**src/rtl/pooling_ctrl.sv**
```systemverilog
// rtl/pooling_ctrl.sv - window sequencer for the max-pooling cell array
module pooling_ctrl #(
  parameter int POOL_SIZE    = 2,
  parameter int OUT_MAP_SIZE = 3,
  parameter int OUTPUT_SIZE  = 3,
  localparam int WIN_LEN  = POOL_SIZE * POOL_SIZE,
  localparam int NUM_WIN  = OUT_MAP_SIZE * OUT_MAP_SIZE,
  localparam int SAMPLE_W = (WIN_LEN > 1) ? $clog2(WIN_LEN) : 1,
  localparam int WIN_W    = (NUM_WIN > 1) ? $clog2(NUM_WIN) : 1
) (
  input  logic             clk,
  input  logic             rst_n,
  input  logic             start,
  output logic             busy,
  output logic             done,
  input  logic             in_valid,
  output logic             in_ready,
  output logic             cell_en,
  output logic             cell_load,
  output logic             out_valid,
  input  logic             out_ready,
  output logic [WIN_W-1:0] win_idx,
  output logic             out_last
);

  if (WIN_LEN < 1 || WIN_LEN > 8 || NUM_WIN < 1 || OUTPUT_SIZE < 1) begin : g_bad_cfg
    $error("pooling_ctrl: illegal window/map/lane configuration");
  end

  typedef enum logic [1:0] {
    IDLE  = 2'd0,
    ACCUM = 2'd1,
    HOLD  = 2'd2
  } state_t;

  state_t              state, state_n;
  logic [SAMPLE_W-1:0] sample_cnt;
  logic [WIN_W-1:0]    win_cnt;
  logic                last_sample;
  logic                last_win;
  logic                handshake;

  assign last_sample = (sample_cnt == SAMPLE_W'(WIN_LEN - 1));
  assign last_win    = (win_cnt == WIN_W'(NUM_WIN - 1));
  assign handshake   = (state == HOLD) && out_ready;

  always_comb begin
    state_n   = state;
    in_ready  = 1'b0;
    cell_en   = 1'b0;
    cell_load = 1'b0;
    case (state)
      IDLE: begin
        if (start) state_n = ACCUM;
      end
      ACCUM: begin
        in_ready = 1'b1;
        if (in_valid) begin
          cell_en   = 1'b1;
          cell_load = (sample_cnt == '0);
          if (last_sample) state_n = HOLD;
        end
      end
      HOLD: begin
        if (out_ready) state_n = last_win ? IDLE : ACCUM;
      end
      default: state_n = IDLE;
    endcase
  end

  always_ff @(posedge clk or negedge rst_n) begin
    if (!rst_n) begin
      state      <= IDLE;
      sample_cnt <= '0;
      win_cnt    <= '0;
      out_valid  <= 1'b0;
      done       <= 1'b0;
    end else begin
      state <= state_n;
      // HOLD is entered the cycle after the last sample, matching the cell register latency
      out_valid <= (state_n == HOLD);
      done      <= handshake && last_win;
      case (state)
        IDLE: begin
          if (start) begin
            sample_cnt <= '0;
            win_cnt    <= '0;
          end
        end
        ACCUM: begin
          if (cell_en) sample_cnt <= last_sample ? '0 : sample_cnt + 1'b1;
        end
        HOLD: begin
          if (out_ready) win_cnt <= last_win ? '0 : win_cnt + 1'b1;
        end
        default: ;
      endcase
    end
  end

  assign busy     = (state != IDLE);
  assign win_idx  = win_cnt;
  assign out_last = out_valid && last_win;

endmodule

```
**config.mk**
```make
export PLATFORM = sky130hd
export DESIGN_NAME = pooling_ctrl
export DESIGN_NICKNAME = d
export VERILOG_FILES = /design/src/rtl/pooling_ctrl.sv
export SDC_FILE = /design/constraint.sdc
export NUM_CORES = 1
export LEC_CHECK = 0
export ABC_CLOCK_PERIOD_IN_PS = 1600
export BUFFER_PORTS_ARGS = -buffer_cell sky130_fd_sc_hd__buf_2
export CAP_MARGIN = 40
export CORE_AREA = 2 2 39 41
export CTS_BUF_LIST = sky130_fd_sc_hd__clkbuf_4 sky130_fd_sc_hd__clkbuf_8
export DETAILED_ROUTE_END_ITERATION = 10
export DIE_AREA = 0 0 41 43
export PLACE_DENSITY = 0.68
export SETUP_SLACK_MARGIN = 0.4
export SLEW_MARGIN = 20
export SYNTH_ARGS = -nofsm -noshare
export SYNTH_HDL_FRONTEND = slang
export SYNTH_SLANG_ARGS = --single-unit
```
**constraint.sdc**
```tcl
create_clock -name clk -period 1.6 [get_ports clk]
set_input_delay 0.16 -clock clk [delete_from_list [all_inputs] [get_ports clk]]
set_output_delay 0.16 -clock clk [all_outputs]
set_load 0.02 [all_outputs]
```
==> results of run 1 <==
## flip-flops by register name, indices dropped and copies added, names as in the netlist
name and count:
out_valid 1, sample_cnt 2, win_idx 4, done 1
state 2
## worst max-delay path, delay by kind of cell (launching register included)
| family | cells | cell delay (ns) |
|---|---|---|
| AND/OR/NAND/NOR | 2 | 0.25 |
| flip-flops | 1 | 0.41 |
| buffers and inverters | 2 | 0.19 |
| adder cells (fa/ha/maj) | 1 | 0.14 |
## synth_stat cells, types with 2 or more instances
cell	n
a21o_1	2
inv_1	7
nand3b_1	3
nand2_1	3
dfrtp_1	10
o21ai_0	4
nor3b_1	2
nor2_1	3
ha_1	4
## area by class of cell
class	instances	area, um2
tap	16	20.0
timing repair buffer	37	300
clock buffer	4	36.3
multi-input combinational	39	387
sequential	10	255
fill	103	359
inverter	7	26.3
## per-stage QoR
| stage | instance area (um2) | setup WS [ns] | hold WS (ns) | cells |
|---|---|---|---|---|
| after floorplan | 609 | 0.307 | -0.136 | 58 |
| after CTS | 955 | 0.148 | 0.176 | 110 |
| after global placement | 682 | 0.283 | 0.0365 | 87 |
| after global routing | 1020 | 0.108 | 0.190 | 113 |
| after detailed placement | 682 | 0.246 | 0.0317 | 87 |
| final | 1020 | 0.181 | 0.170 | 113 |
## report_power, final
group / total [mW] / internal [mW] / switching (mW)
Sequential: 0.348 / 0.303 / 0.0450
Combinational: 0.813 / 0.458 / 0.355
Clock: 0.235 / 0.138 / 0.0969
## metal layers
| metal | track usage | vias up |
|---|---|---|
| met5 | 0 | - |
| met4 | 0.100 | 0 |
| met3 | 0.0314 | 4 |
| met2 | 0.391 | 18 |
| met1 | 0.264 | 289 |
| li1 | - | 285 |
## placed cells by master (no fill, tap or decap), drive strengths merged, types with 2 or more instances in the layout
master / count
buf: 36
nand3b: 3
inv: 7
a21o: 2
clkbuf: 4
nand2: 3
a22o: 2
dfrtp: 10
nor3b: 2
ha: 4
nor2: 3
o21ai: 5
## logic make-up after synthesis
group / share of synthesized area
DFF: 0.430
AOI/OAI and AO/OA: 0.172
muxes: 0.0172
xor gates and xnor gates: 0.0151
and+or+nand+nor: 0.202
buffers and inverters: 0.0774
adders and majority gates: 0.0860
## timing repair
item	CTS	global route
setup endpoints to repair	12	14
setup buffers	18	3
pin swaps	8	7
hold buffers	1	0
resized for setup	29	12
endpoints found under the hold margin	10	0
## worst paths after layout
path                               start       endpoint  slack [ns]  depth (start not counted)
min in group asynchronous          rst_n     win_idx[1]        0.27                          2
max in group asynchronous          rst_n       state[0]        1.11                          2
max                           win_idx[1]       out_last        0.18                          5
max reg2reg                sample_cnt[0]  sample_cnt[0]        0.23                          4
min reg2reg                sample_cnt[1]  sample_cnt[1]        0.59                          1
min                            out_ready     win_idx[1]        0.17                          3
==> metrics.txt, run 1 <==
status=finished, final reports clean; Post-synth EDFFs=0; initial antenna violation count=0; top sig layer=met4; Fin. Hold Viols=0; Mapped Nets=67; Final ANT Viol Nets=0; final wirelength=1720 um; fin. max-slew vios=0; synth warn=0; CP Capture Type=primary output; wl on met1=647 um; die extent in x=41 um; synth unique cells=29; io pins=16; Avg Synthesized Cell Area=10.0 um2; worst slew pin tran=0.300 ns; detail-routed net length per standard cell=15.2 um; Leak=0.503 nW; Tot GR Track Use=0.229; detailed placement HPWL=869 um; Max VDD drop=0.860 mV; dominant cells by area after synthesis=dfrtp_1 43%, ha_1 8.6%, inv_1 4.5%; vias in the first global route=587; Fin Setup TNS=0 ns; DRC Markers=0; Clock Latency Late Sink=0.27 ns; row cnt=14; peak fanout along the critical path=2; Detail Route met3 WL=62 um; CTS tree=yes; Cells after Synth=58; Worst path slowest cell=dfrtp_2; RSZ-0062 raised after global routing=yes; Setup violations, final=0; met2 WL=964 um; Max-Cap Viols=0; crit path DAT=1.26 ns; mapped cell area=582 um2; routability congestion estimate=0.670; H-tree depth=1; final worst-path cycle share=0.887; DRT Pass-1 Iters=4; DIE HEIGHT=43 um; PD cells=1360 nW/um2; sequential share of the synthesized area=0.430; fmax=705 MHz; max_slew headroom=0.800; Critical Path RT=1.44 ns; CORE AREA=1380 um2; leading area contributor after synthesis=dfrtp_1; clk_skew=0.00872 ns; Initial Utilization=0.420; Die Area=1760 um2; 1st-iter DRT viols=12; cells along the critical path=inv_2 -> ha_4 -> nand3b_1 -> nor2_4 -> buf_6; #FFs+latches synth=10; layout cells sized above 1=0.691; Final Power=1.40 mW; grt total ovfl=0; critical path startpoint category=flip-flop; Ant. Diodes=0; Synth top area share=0.430; Via density=5.27; first-pass GRT wire length=2620 um; Area Overhead vs Synth=76.1%; Core Util, Final=0.741; critical path class=flip-flop to primary output; clock-pin slew on the worst setup and hold paths=0.08 ns; clk sinks=10; largest net degree at the start of global routing=11; Tmin final=1.42 ns; final net count=107; CP max stage delay=0.41 ns; Main synth FF type=dfrtp_1; CTS Buf Count=3; Port Buffer Count=15; worst hold-check path type=input pin to flip-flop; Max Buffers Root-to-Sink=2; via count=596; Async SR Flop Fraction=1.00; Root Buffer=clkbuf_4
Note: power is estimated with default switching activity, not from simulation.
==> inputs of run 2 (changes only) <==
- CORE_AREA: 2 2 39 41 -> 5 5 42 44
- CTS_BUF_LIST: sky130_fd_sc_hd__clkbuf_4 sky130_fd_sc_hd__clkbuf_8 -> default
- DIE_AREA: 0 0 41 43 -> 0 0 47 49
==> run 2 against run 1 <==
Compared with the run above: sequential share of layout area rose by 0.81 points; sequential cell count is the same; non-clock buffer count is 1 lower; critical path depth down 1; via count rose by 5.9%; worst hold slack better by 0.036 ns; routed wire length rose by 8.9%; first-iteration DRC count shrank 17%; worst setup slack got worse by 0.020 ns; total power down 0.75%; highest routed layer unchanged; sequential power grew 5%.
==> metrics.txt, run 2 (synthesized netlist as in run 1, its figures left out) <==
fmax=695 MHz (-1.4%); final wirelength=1870 um (+8.9%); initial antenna violation count=0 (unchanged); worst slew pin tran=0.338 ns (+0.0380 ns); PD cells=1390 nW/um2 (+2.0%); H-tree depth=1 (unchanged); grt total ovfl=0 (unchanged); layout cells sized above 1=0.656 (-0.0345); commonest non-fill, non-tap cell in the layout=buf_4; Switching Fraction=0.373 (+0.0172); GR Util met3=0.0406 (+0.00918); clk sinks=10 (unchanged); Via density=5.63 (+6.8%); detailed placement HPWL=915 um (+5.3%); CORE AREA=1400 um2 (+1.3%); Setup violations, final=0 (unchanged); RSZ-0062 raised after global routing=yes; Sequential Power Share=0.265 (+0.016); DRT Pass-1 Iters=4 (unchanged); Logic pwr share=0.599 (+0.016); Clock Latency Late Sink=0.27 ns (about the same); Die Area=2300 um2 (+31%); Tot GR Track Use=0.172 (-0.0569); Max Buffers Root-to-Sink=2 (unchanged); CTS Buf Count=3 (unchanged); Root Buffer=clkbuf_4; CTS tree=yes; FILL cells=95 (-7.8%); critical path startpoint category=flip-flop; grt met1 use=0.192 (-0.0722); Clock power frac=0.136 (-0.032); largest net degree at the start of global routing=11 (unchanged); Largest register FFs=4 (unchanged); CP Capture Type=primary output; Leak=0.478 nW (-5.0%); clk_skew=0.00435 ns (-0.00438 ns); Final ANT Viol Nets=0 (unchanged); Area Overhead vs Synth=71.4%; P_int=869 uW (-3.4%); critical path class=flip-flop to primary output; Setup WS pre-CTS=0.256 ns (+0.00985 ns); final worst-path cycle share=0.900 (+0.0126); Initial Utilization=0.415 (-0.00526); Max-Cap Viols=0 (unchanged); max_slew headroom=0.774 (-0.0255); Ant. Diodes=0 (unchanged); peak fanout along the critical path=3 (+1); Port Buffer Count=15 (unchanged); status=finished, final reports clean; Fin. Hold Viols=0 (unchanged); Fin Setup TNS=0 ns (unchanged); crit path DAT=1.28 ns (+0.02 ns); met2 usage in global routing=0.281 (-0.110); most frequent cells in the layout=13 x buf_4, 12 x buf_6, 10 x buf_2, 6 x inv_2; vias in the first global route=639 (+8.9%); P_sw=517 uW (+4.0%); die extent in x=47 um (+15%); Critical Path RT=1.44 ns (about the same); routability congestion estimate=0.764 (+14%); Max VDD drop=0.822 mV (-4.4%); via count=631 (+5.9%); detail-routed net length per standard cell=16.7 um (+9.9%); hold_ws=0.207 ns (+0.0363 ns); Setup WS post-layout=0.161 ns (-0.0202 ns); DIE HEIGHT=49 um (+14%); Core Util, Final=0.712 (-0.0289); io pins=16 (unchanged); most crowded layer after global routing=met2; final net count=106 (-0.93%); first-pass GRT wire length=2780 um (+6.3%); fin. max-slew vios=0 (unchanged); Final Power=1.39 mW (-0.75%); row cnt=14 (unchanged); clock-pin slew on the worst setup and hold paths=0.07 ns (about the same); worst hold-check path type=input pin to flip-flop; Tmin final=1.44 ns (+0.0202 ns); 1st-iter DRT viols=10 (-2); DRC Markers=0 (unchanged)
run 2: power by group through the flow:
stage / Combinational, mW / Sequential (mW) / Clock (mW)
2_1_floorplan: 0.302 / 0.348 / 0
3_3_place_gp: 0.354 / 0.368 / 0
3_5_place_dp: 0.357 / 0.371 / 0
4_1_cts: 0.677 / 0.346 / 0.187
5_1_grt: 0.895 / 0.365 / 0.198
6_report: 0.830 / 0.367 / 0.188
run 2: what timing repair did:
action | 4_1_cts | 5_1_grt
cloned | 0 | 0
pin swaps | 9 | 8
hold endpoints to repair | 10 | 0
setup endpoints to repair | 11 | 14
buffers inserted | 16 | 4
hold buffers | 1 | 0
gates resized for setup | 26 | 14
run 2: worst max-delay path, stage by stage (launching register included):
cell and delay (ns):
dfrtp_1 0.47, inv_2 0.09, ha_4 0.16, and3_4 0.17
buf_6 0.12
run 2: cell type report:
cell class / count / area (um2) / share of cell area
Clock buffer: 4 / 26.3 / 0.0263
Inverter: 7 / 26.3 / 0.0263
Multi-Input combinational cell: 39 / 375 / 0.376
Sequential cell: 10 / 256 / 0.257
Tap cell: 16 / 20.0 / 0.0201
Timing Repair Buffer: 36 / 293 / 0.294
run 2: final timing paths:
check / start / end / slack, ns / cells past startpoint
worst max-delay path: sample_cnt[1] / cell_load / 0.16 / 4
worst min-delay path: out_ready / win_idx[1] / 0.21 / 3
worst max register to register: sample_cnt[1] / sample_cnt[0] / 0.20 / 4
worst min register to register: win_idx[3] / win_idx[3] / 0.61 / 1
max in group asynchronous: rst_n / sample_cnt[0] / 1.11 / 2
min in group asynchronous: rst_n / win_idx[3] / 0.27 / 2
run 2: routing by layer:
metal,part of all wire,up-vias
li1,-,279
met1,0.38,312
met2,0.53,38
met3,0.080,2
met4,0.012,0
met5,0,-
run 2: metrics by stage:
stage / cells / area (um2)
finish: 112 / 997
global route: 112 / 997
floorplan: 58 / 609
global placement: 87 / 682
CTS: 108 / 918
detailed placement: 87 / 682
==> inputs of run 3 (changes only) <==
- HOLD_SLACK_MARGIN: default -> 0.06
- REMOVE_ABC_BUFFERS: default -> 1
==> run 3 against run 2 <==
Compared with the run above: sequential cell count is the same; via count shrank 12%; design area shrank 7.7%; non-clock buffer count shrank 4; sequential power shrank 6.8%; register-to-register slack is essentially flat; critical path type unchanged; largest cell class unchanged; largest power group unchanged.
==> metrics.txt, run 3 (synthesized netlist as in run 1, its figures left out) <==
status=finished, final reports clean; worst slew pin tran=0.257 ns (-0.0808 ns); Die Area=2300 um2 (unchanged); Critical Path RT=1.44 ns (about the same); initial antenna violation count=0 (unchanged); crit path DAT=1.27 ns (about the same); fmax=697 MHz (+0.31%); Reg-to-Reg End=sample_cnt[0]; Max Buffers Root-to-Sink=2 (unchanged); CORE AREA=1400 um2 (unchanged); Final ANT Viol Nets=0 (unchanged); DRC Markers=0 (unchanged); 1st-iter DRT viols=4 (-6); Port Buffer Count=15 (unchanged); hold-critical path depth=3 (unchanged); Max-Cap Viols=0 (unchanged); Ant. Diodes=0 (unchanged); Core Util, Final=0.657 (-0.0545); fin. max-slew vios=0 (unchanged); RSZ-0062 raised after global routing=yes; critical path startpoint category=flip-flop; io pins=16 (unchanged); Reg2Reg Setup Slack=0.19 ns (about the same); Setup WS post-layout=0.165 ns (+0.00442 ns); Initial Utilization=0.415 (unchanged); DRT Pass-1 Iters=2 (-2); CP Capture Type=primary output; max_slew headroom=0.828 (+0.0540); Fin. Hold Viols=0 (unchanged); die extent in x=47 um (unchanged); via count=555 (-12%); clk_skew=0.00866 ns (+0.00431 ns); final wirelength=1600 um (-14%); Root Buffer=clkbuf_4; CTS tree=yes; Largest register FFs=4 (unchanged); Hold Path Origin=start; hold path endpoint=state[0]; vias in the first global route=549 (-14%); Clock Latency Late Sink=0.27 ns (about the same); worst-case reg-to-reg path depth=4 (unchanged); Setup WS pre-CTS=0.163 ns (-0.0924 ns); most frequent cells in the layout=13 x buf_4, 10 x buf_2, 8 x dfrtp_1, 8 x buf_6, 4 x inv_1; clk sinks=10 (unchanged); largest net degree at the start of global routing=11 (unchanged); Tmin final=1.44 ns (-0.00442 ns); H-tree depth=1 (unchanged); peak fanout along the critical path=2 (-1); worst hold-check path type=input pin to flip-flop; CTS Buf Count=3 (unchanged); commonest non-fill, non-tap cell in the layout=buf_4; row cnt=14 (unchanged); PD cells=1390 nW/um2 (about the same); r2r startpoint=sample_cnt[1]; first-pass GRT wire length=2410 um (-13%); detailed placement HPWL=926 um (+1.2%); final worst-path cycle share=0.897 (-0.00276); critical path class=flip-flop to primary output; Leak=0.470 nW (-1.5%); Final Power=1.28 mW (-7.7%); DIE HEIGHT=49 um (unchanged); Setup violations, final=0 (unchanged); detail-routed net length per standard cell=14.9 um (-11%); routability congestion estimate=0.828 (+8.3%); Via density=5.14 (-8.8%); clock-pin slew on the worst setup and hold paths=0.08 ns (about the same); Fin Setup TNS=0 ns (unchanged); final net count=102 (-3.8%); Tot GR Track Use=0.147 (-0.0246); layout cells sized above 1=0.554 (-0.102); Max VDD drop=0.773 mV (-6.0%); grt total ovfl=0 (unchanged); Area Overhead vs Synth=58.3%
[run 3: cell count changes in the layout (fill, tap and decap cells not counted), moves of 2 or more]
cell and change:
buf_6 -4, dfrtp_2 -3, inv_2 -3, inv_1 +3
dfrtp_1 +3, ha_4 -2
[run 3: how the worst max path moves through the flow]
| stage | start | end | depth (start not counted) |
|---|---|---|---|
| floorplan | sample_cnt[0] | sample_cnt[0] | 4 |
| global placement | sample_cnt[0] | sample_cnt[0] | 4 |
| detailed placement | sample_cnt[0] | sample_cnt[0] | 4 |
| CTS | win_idx[0] | out_last | 5 |
| global route | win_idx[1] | out_last | 5 |
| finish | win_idx[0] | out_last | 5 |
[run 3: timing repair]
item,in CTS,in global routing
hold endpoints to repair,10,0
gates cloned,0,0
resized for setup,11,21
hold buffers,1,0
setup endpoints to repair,10,13
setup buffers,9,6
pin swaps,4,7
[run 3: metal layers]
| layer | GRT usage | vias to the layer above | share of wire |
|---|---|---|---|
| li1 | - | 271 | - |
| met1 | 0.154 | 265 | 0.38 |
| met2 | 0.253 | 15 | 0.55 |
| met3 | 0.0332 | 4 | 0.047 |
| met4 | 0.0829 | 0 | 0.022 |
| met5 | 0 | - | 0 |
[run 3: critical path, cell delays in order, from the launching register on]
cell and delay [ns]:
dfrtp_1 0.39, inv_1 0.06, ha_2 0.18, nand3b_1 0.11, nor2_1 0.12, buf_4 0.14
[run 3: final cells by class]
class | count | area [um2]
multi-input combinational | 39 | 338
timing repair buffer | 32 | 248
sequential | 10 | 253
clock buffer | 4 | 36.3
inverter | 7 | 26.3
fill | 126 | 480
tap | 16 | 20.0
[run 3: where the power goes]
part | internal (mW) | switching (mW)
clock | 0.138 | 0.0971
combinational | 0.388 | 0.313
sequential | 0.301 | 0.0410
[run 3: metrics by stage]
stage               std cells  hold slack, ns  cell area [um2]
floorplan                  56          -0.136              563
global placement           88          0.0344              666
detailed placement         88          0.0346              666
CTS                       102           0.144              806
global route              108           0.153              921
finish                    108           0.160              921
